[config.mk]
export PLATFORM = sky130hd
export DESIGN_NAME = display_scan_driver
export DESIGN_NICKNAME = d
export VERILOG_FILES = /design/src/rtl/display_scan_driver.sv
export SDC_FILE = /design/constraint.sdc
export NUM_CORES = 1
export LEC_CHECK = 0
export ABC_AREA = 1
export CAP_MARGIN = 20
export CORE_UTILIZATION = 55
export CTS_CLUSTER_DIAMETER = 80
export CTS_CLUSTER_SIZE = 30
export DETAILED_ROUTE_END_ITERATION = 7
export DONT_BUFFER_PORTS = 1
export GPL_ROUTABILITY_DRIVEN = 0
export GPL_TIMING_DRIVEN = 1
export PLACE_DENSITY = 0.73
export SYNTH_ARGS = -nofsm -noshare
export SYNTH_HDL_FRONTEND = slang
export SYNTH_SLANG_ARGS = --single-unit
export TNS_END_PERCENT = 1
[constraint.sdc]
create_clock -name clk -period 2.9 [get_ports clk]
set_input_delay 0.58 -clock clk [delete_from_list [all_inputs] [get_ports clk]]
set_output_delay 0.58 -clock clk [all_outputs]
set_load 0.005 [all_outputs]
[src/rtl/display_scan_driver.sv]
// display_scan_driver
// Time-multiplexed scan driver feeding a BCD-to-seven-segment decoder.
// Holds a packed BCD word in a pending/active double buffer and steps
// through the digit positions. Each position gets one BCD code and one
// active-low digit-select line. Slot cycle 0 is a dead cycle (no digit lit)
// to suppress ghosting.
//
// Ports:
//   clk        system clock, rising edge
//   rst_n      asynchronous active-low reset
//   load       one-cycle strobe capturing bcd_in into the pending buffer
//   bcd_in     packed BCD word, nibble k -> digit k (MSD = NUM_DIGITS-1)
//   lz_en      leading-zero blanking enable
//   blank_all  blank whole display (scanning continues)
//   digit_out  BCD code to decoder, 4'hF = blank
//   dig_sel_n  one-cold digit enables, all ones = nothing lit
//   frame_done one-cycle pulse during cycle 0 of slot 0
module display_scan_driver #(
    parameter int unsigned NUM_DIGITS = 8,
    parameter int unsigned SCAN_DIV   = 1000
) (
    input  logic                      clk,
    input  logic                      rst_n,
    input  logic                      load,
    input  logic [4*NUM_DIGITS-1:0]   bcd_in,
    input  logic                      lz_en,
    input  logic                      blank_all,
    output logic [3:0]                digit_out,
    output logic [NUM_DIGITS-1:0]     dig_sel_n,
    output logic                      frame_done
);

    localparam int unsigned CNT_W  = $clog2(SCAN_DIV);
    localparam int unsigned IDX_W  = $clog2(NUM_DIGITS);
    localparam int unsigned WORD_W = 4 * NUM_DIGITS;

    logic [CNT_W-1:0]      cnt_q,  cnt_d;
    logic [IDX_W-1:0]      idx_q,  idx_d;
    logic [WORD_W-1:0]     pend_q, pend_d;
    logic [WORD_W-1:0]     act_q,  act_d;
    logic [3:0]            digit_q, digit_d;
    logic [NUM_DIGITS-1:0] sel_q,   sel_d;
    logic                  fd_q,    fd_d;

    logic                  slot_end;
    logic                  frame_end;
    logic                  zero_run;
    logic                  lz_blank;
    logic [3:0]            nib;

    // State and output registers
    always_ff @(posedge clk or negedge rst_n) begin
        if (!rst_n) begin
            cnt_q   <= '0;
            idx_q   <= '0;
            pend_q  <= '0;
            act_q   <= '0;
            digit_q <= 4'hF;
            sel_q   <= '1;
            fd_q    <= 1'b0;
        end else begin
            cnt_q   <= cnt_d;
            idx_q   <= idx_d;
            pend_q  <= pend_d;
            act_q   <= act_d;
            digit_q <= digit_d;
            sel_q   <= sel_d;
            fd_q    <= fd_d;
        end
    end

    // Next state; outputs are computed from the next (idx, cnt, act) so the
    // registered outputs line up with the state they are shown alongside.
    always_comb begin
        cnt_d     = cnt_q + CNT_W'(1);
        idx_d     = idx_q;
        pend_d    = pend_q;
        act_d     = act_q;
        digit_d   = 4'hF;
        sel_d     = '1;
        fd_d      = 1'b0;
        zero_run  = 1'b1;
        lz_blank  = 1'b0;
        nib       = 4'h0;

        slot_end  = (cnt_q == CNT_W'(SCAN_DIV - 1));
        frame_end = slot_end && (idx_q == IDX_W'(NUM_DIGITS - 1));

        if (slot_end) begin
            cnt_d = '0;
            idx_d = frame_end ? '0 : idx_q + IDX_W'(1);
        end

        if (load) begin
            pend_d = bcd_in;
        end

        // A load coinciding with the frame boundary goes straight to act
        if (frame_end) begin
            act_d = pend_d;
        end

        // Walk from the MSD down; zero_run stays set while every digit seen
        // so far (including the current one) is zero.
        for (int k = NUM_DIGITS - 1; k >= 0; k--) begin
            zero_run = zero_run && (act_d[4*k +: 4] == 4'h0);
            if (IDX_W'(k) == idx_d) begin
                nib      = act_d[4*k +: 4];
                lz_blank = zero_run && (k != 0);
                if (cnt_d != '0) begin
                    sel_d[k] = 1'b0;
                end
            end
        end

        digit_d = (lz_en && lz_blank) ? 4'hF : nib;

        if (blank_all) begin
            digit_d = 4'hF;
            sel_d   = '1;
        end

        fd_d = (cnt_d == '0) && (idx_d == '0);
    end

    assign digit_out  = digit_q;
    assign dig_sel_n  = sel_q;
    assign frame_done = fd_q;

endmodule

# Yosys cells after proc, flatten, opt, wreduce, memory -nomap -nowiden
# Index checks and enable logic that the tools add are counted.
[totals]
ff_bits = 90
inputBits = 37
output_inout_bits = 13
wordCells = 70
[classes]
add_sub_neg = 2
n_eq_ne = 9
mux = 33
n_reduce_logical = 19
[op_table]
columns = ["cell", "n"]
rows = [
  ["2-to-1 mux 32 bit", 2],
  ["2-to-1 mux 4 bit", 10],
  ["zero test 4 bit", 7],
  ["2-to-1 mux 1 bit", 17],
  ["equality test 3 bit (first input constant)", 4],
  ["adder 10 x 1 -> 10 bit (second input constant)", 1],
  ["equality test 10 bit (second input constant)", 1],
  ["zero test 10 bit", 1],
  ["2-to-1 mux 10 bit", 1],
  ["nonzero test 10 bit", 1],
  ["logical AND 1 bit", 9],
  ["2-to-1 mux 8 bit", 1],
  ["equality test 2 x 3 -> 1 bit (first input constant)", 2],
  ["2-to-1 mux 3 bit", 2],
  ["adder 3 x 1 -> 3 bit (second input constant)", 1],
  ["equality test 1 x 3 -> 1 bit (first input constant)", 1],
  ["equality test 3 bit (second input constant)", 1],
  ["zero test 3 bit", 1],
]

# Logic depth before layout (Yosys ltp)
# Gate-level depths: netlist of the first run.
[logic_depth]
ltp_word = 16
depth_mapped = 17

# Worst setup path after synthesis of the first run
# OpenSTA, ideal clock, no wires.
[synth_path]
kind = "register to register"
startpoint = "reg idx_q[0]"
endpoint = "reg digit_q[0] (netlist: digit_out[0])"
setup_ns = 0.060
t_arrival_ns = 2.141
required_time_ns = 2.840
path_slack_ns = 0.699
path_stages_with_launch = 17
cell_sequence = "dfrtp_1 -> ha_1 -> ha_1 -> clkbuf_1 -> nand3_4 -> buf_6 -> nand2_1 -> nand2_1 -> nand2_1 -> nor2_2 -> nand2_2 -> nor2_4 -> and2_1 -> nand4_1 -> a21oi_2 -> nand2_2 -> nand2_1"
[synth_between]
elab_chain_len = 16
word_cells_on_any_way = 46
classes_between = "1 x add/sub; 8 x eq/ne; 21 x mux; 16 x reduce/logical"
[synth_lines]
columns = ["element", "line", "rtl"]
rows = [
  ["start: declaration", "38", "logic [IDX_W-1:0] idx_q, idx_d;"],
  ["start signal: assignment", "63", "idx_q <= idx_d;"],
  ["branches (longest 14 deep; another with adder 3 x 1 -> 3 bit)", "n/a", ""],
  ["2-to-1 mux 4 bit *", "116", "digit_d = (lz_en && lz_blank) ? 4'hF : nib;"],
  ["2-to-1 mux 4 bit *", "118", "if (blank_all) begin"],
  ["via digit_d[0]", "41", "logic [3:0] digit_q, digit_d;"],
  ["end signal: assignment", "66", "digit_q <= digit_d;"],
  ["end: declaration", "41", ""],
]
# Mark *: on every way through the listed nets, which the timed path passes.

# Final worst setup path of the first run
[layout_path]
startpoint = "reg cnt_q[4]"
endpoint = "reg digit_q[0] (netlist: digit_out[0])"
[layout_between]
elab_chain_len = 16
word_cells_on_any_way = 45
classes_between = "8 x eq/ne; 21 x mux; 16 x reduce/logical"
[layout_lines]
columns = ["element", "line", "rtl"]
rows = [
  ["start: declaration", "37", "logic [CNT_W-1:0] cnt_q, cnt_d;"],
  ["start signal: assignment", "62", "cnt_q <= cnt_d;"],
  ["equality test 10 bit *", "86", "slot_end = (cnt_q == CNT_W'(SCAN_DIV - 1));"],
  ["logical AND 1 bit", "87", "frame_end = slot_end && (idx_q == IDX_W'(NUM_DIGITS - 1));"],
  ["2-to-1 mux 3 bit", "91", "idx_d = frame_end ? '0 : idx_q + IDX_W'(1);"],
  ["2-to-1 mux 3 bit *", "89", "if (slot_end) begin"],
  ["via idx_d[1]", "38", ""],
  ["equality test 3 bit", "107", "if (IDX_W'(k) == idx_d) begin"],
  ["2-to-1 mux 1 bit (8 in a row)", "107", ""],
  ["logical AND 1 bit", "116", ""],
  ["2-to-1 mux 4 bit *", "116", ""],
  ["2-to-1 mux 4 bit *", "118", ""],
  ["via digit_d[0]", "41", ""],
]
# The timed path passes the listed nets; every way through them passes the cells marked *.

==> metrics.txt, run 1 <==
Worst setup SP type flop; Cell Area, Synth 4405 um^2; switching share of power about 22%; DIE AREA between 8000 and 9000 um^2; # setup viols final 0; Post-Synth Adder-Cell Area less than 1%; initial antenna violation count 0; Least-Margin Pin Slew between 0.4 and 0.5 ns; most instantiated cells after synthesis 219 x nand2_1, 98 x inv_1, 78 x dfrtp_1; critical path type flop to flop; DRC viols 0; clk_skew 0.009504 ns; crit path max fanout 15; Compound-Gate Fraction of Synth Area under 10%; Yosys top cell area share between 40 and 50%; vias in the first global route between 3000 and 4000; GR Util All Layers 23.97%; LEAKAGE approximately 2.6 nW; Post-Synthesis Cells between 500 and 600; proportion of power drawn by flip-flops and latches a little over half; Vias/cell a little over 5; CP required between 3 and 4 ns; # port buffers 0; Tmin final 2.587 ns; via count roughly 3400; Power Dens Cells around 520 nW/um^2; Final Hold Vio Count 0; FF-to-FF End digit_out[0]$_DFF_PN1_; Slew Viols, Final 0; Die Ht ~92 um; count leader, synth nand2_1; XOR/XNOR share of the synthesized area 0%; HPWL Detailed 6219 um; Reg2Reg Setup Slack 0.31 ns; EDFF count, synth 0; Initial Util a little under three fifths; per-cell routed wire length approximately 14 um; Async SR Flop Fraction 100.0%; post-route ant nets 0; Top-Level Pins 50; RSZ-0062 raised after global routing false; Worst-path clk slew about 0.1 ns; mux cell area share after synthesis 0%; max frequency 386.6 MHz; CTS buffer count 9; clock share of power between 40% and 50%; CTS tree yes; largest family of logic cells by synthesized area simple AND/OR/NAND/NOR gates; worst hold path type input pin to asynchronous set/reset pin; FF-to-FF path depth 14; Total Wirelength 9321 um; GR Overflow Total 0; Iter 0 DRT Violations slightly above 200; Comb power frac between 4 and 5%; fin cells between 600 and 700; DIE WIDTH just over 90 um; worst skew pair latency about 0.36 ns; Worst EP arrival between 2 and 3 ns; Setup Total Neg Slack 0 ns; Post-CTS Resized 0; register area share after synthesis slightly above 50%; Synth area leaders dfrtp_1 44%, nand2_1 19%, inv_1 8.3%; Core Rows 32; P_sw 539.3 uW; CTS sink cnt 90; Core Box Area 7727 um^2; Worst Setup End Kind flop; Placed Cells around 650; syn_nets between 500 and 600; Syn Area/Cell between 7 and 8 um^2; synth unique cells 37; reg-to-reg startpoint cnt_q[4]$_DFF_PN0_; CTS Buffer Depth 2; Root Driver clkbuf_8; cell-internal power 1.899 mW; status complete, no violations; nets a little under 600; largest net degree at the start of global routing a little under 80; VDD IR max around 0.32 mV; Synth Warn # 0; Seq cells post-synth 90; Top FF cell, synth dfrtp_1; Rel. slew slack slightly below 70%; Detailed Routing Iterations Pass 1 4; global-route wire length before repair 15570 um; layout filler cell count 729; Core Util, Final between 60 and 70%; Post-Synth Simple-Gate Area roughly a third; P&R area growth vs syn 7.072%; Inserted Diodes 0; Final period util between 80 and 90%; Max Cap Viol 0; Yosys top cell by area dfrtp_1; CTS H-tree lvls 3; share of cells above drive strength 1 roughly an eighth
[metal layers]
metal / vias up / GRT usage [%] / wire length (um) / share of wire, %
li1: 1664 / - / - / -
met1: 1587 / 32.47 / 4305 / 46
met2: 83 / 38.10 / 4349 / 47
met3: 17 / 4.104 / 420 / 4.5
met4: 0 / 10.19 / 246 / 2.6
met5: - / 0 / 0 / 0
[cell families (layout without fill, tap and decap cells)]
| group | count (synthesis) | after routing |
|---|---|---|
| AO/OA/AOI/OAI | 25 | 25 |
| adder cells (fa/ha/maj) | 3 | 3 |
| flip-flops | 90 | 90 |
| buffers and inverters | 121 | 126 |
| AND/OR/NAND/NOR | 317 | 318 |
[power by group through the flow]
stage | combinational [mW] | sequential (mW) | clock, mW
after floorplan | 0.0663 | 1.33 | 0
final | 0.0996 | 1.31 | 1.03
after detailed placement | 0.0760 | 1.33 | 0
after global routing | 0.119 | 1.31 | 1.09
after global placement | 0.0738 | 1.33 | 0
after CTS | 0.103 | 1.31 | 1.05
[critical path: stages, from the launching register on]
cell,delay (ns)
dfrtp_1,0.42
inv_1,0.12
nand2_4,0.06
nor2_4,0.36
nand2_2,0.28
clkinv_1,0.16
nand2_1,0.09
nand2_2,0.10
nor2_1,0.06
nand2_1,0.17
o211ai_1,0.12
nor3_1,0.28
nand4_1,0.12
nor2_1,0.10
nand2_1,0.06
[how the worst max path moves through the flow]
stage / slack [ns] / start / end / cells past startpoint
4_1_cts: 0.25 / cnt_q[4]$_DFF_PN0_ / digit_out[0]$_DFF_PN1_ / 13
6_report: 0.31 / cnt_q[4]$_DFF_PN0_ / digit_out[0]$_DFF_PN1_ / 14
5_1_grt: 0.08 / cnt_q[4]$_DFF_PN0_ / digit_out[3]$_DFF_PN1_ / 16
3_5_place_dp: 0.29 / cnt_q[4]$_DFF_PN0_ / digit_out[0]$_DFF_PN1_ / 13
2_1_floorplan: 0.70 / idx_q[0]$_DFF_PN0_ / digit_out[0]$_DFF_PN1_ / 16
3_3_place_gp: 0.44 / cnt_q[4]$_DFF_PN0_ / digit_out[3]$_DFF_PN1_ / 15
[final cells by class]
cell class	instances	area, um^2	area share (%)
sequential	90	2267	48.06
multi-input combinational	346	1630	34.56
inverter	106	399.1	8.462
clock buffer	10	127.6	2.706
tap	102	127.6	2.706
clock inverter	6	115.1	2.440
timing repair buffer	4	50.05	1.061
[metrics by stage]
stage	hold slack [ns]	power [mW]	setup WS (ns)	instance area [um^2]
global route	0.03677	2.522	0.07514	4717
floorplan	0.2844	1.393	0.6988	4405
detailed placement	0.2874	1.406	0.2887	4437
finish	0.04742	2.438	0.3133	4717
global placement	0.2878	1.402	0.4351	4437
CTS	0.03751	2.457	0.2503	4707
[what timing repair did]
| item | 4_1_cts | 5_1_grt |
|---|---|---|
| hold buffers | 1 | 0 |
| buffers inserted | 0 | 0 |
| hold endpoints to repair | 78 | 0 |
| setup endpoints to repair | 0 | 4 |
[state kept, by name (all words and copies together), names as in the netlist]
signal and flops:
dig_sel_n 8, act_q 32, frame_done 1, digit_out 4, cnt_q 10, pend_q 32
idx_q 3
[cells in the final DEF, fill, tap and decap left out, types with 4 or more instances in the layout]
cell      instances
nor3_1            5
nor2_1           22
o21ai_2           4
nor2_4            4
o21ai_1           4
o21ai_0           8
dfstp_2          12
nand2_2           9
inv_1            98
nor2_2            9
nand2_1         219
nand3_1          11
and2_1            8
clkbuf_8          9
inv_2             5
nand4_1          22
dfrtp_1          78
No activity file was read; power rests on OpenSTA's default activity.
==> inputs of run 2 (changes only) <==
- SLEW_MARGIN: not set -> 40
==> results of run 2 <==
The final DEF is identical to that of run 1; final timing and power are the same.
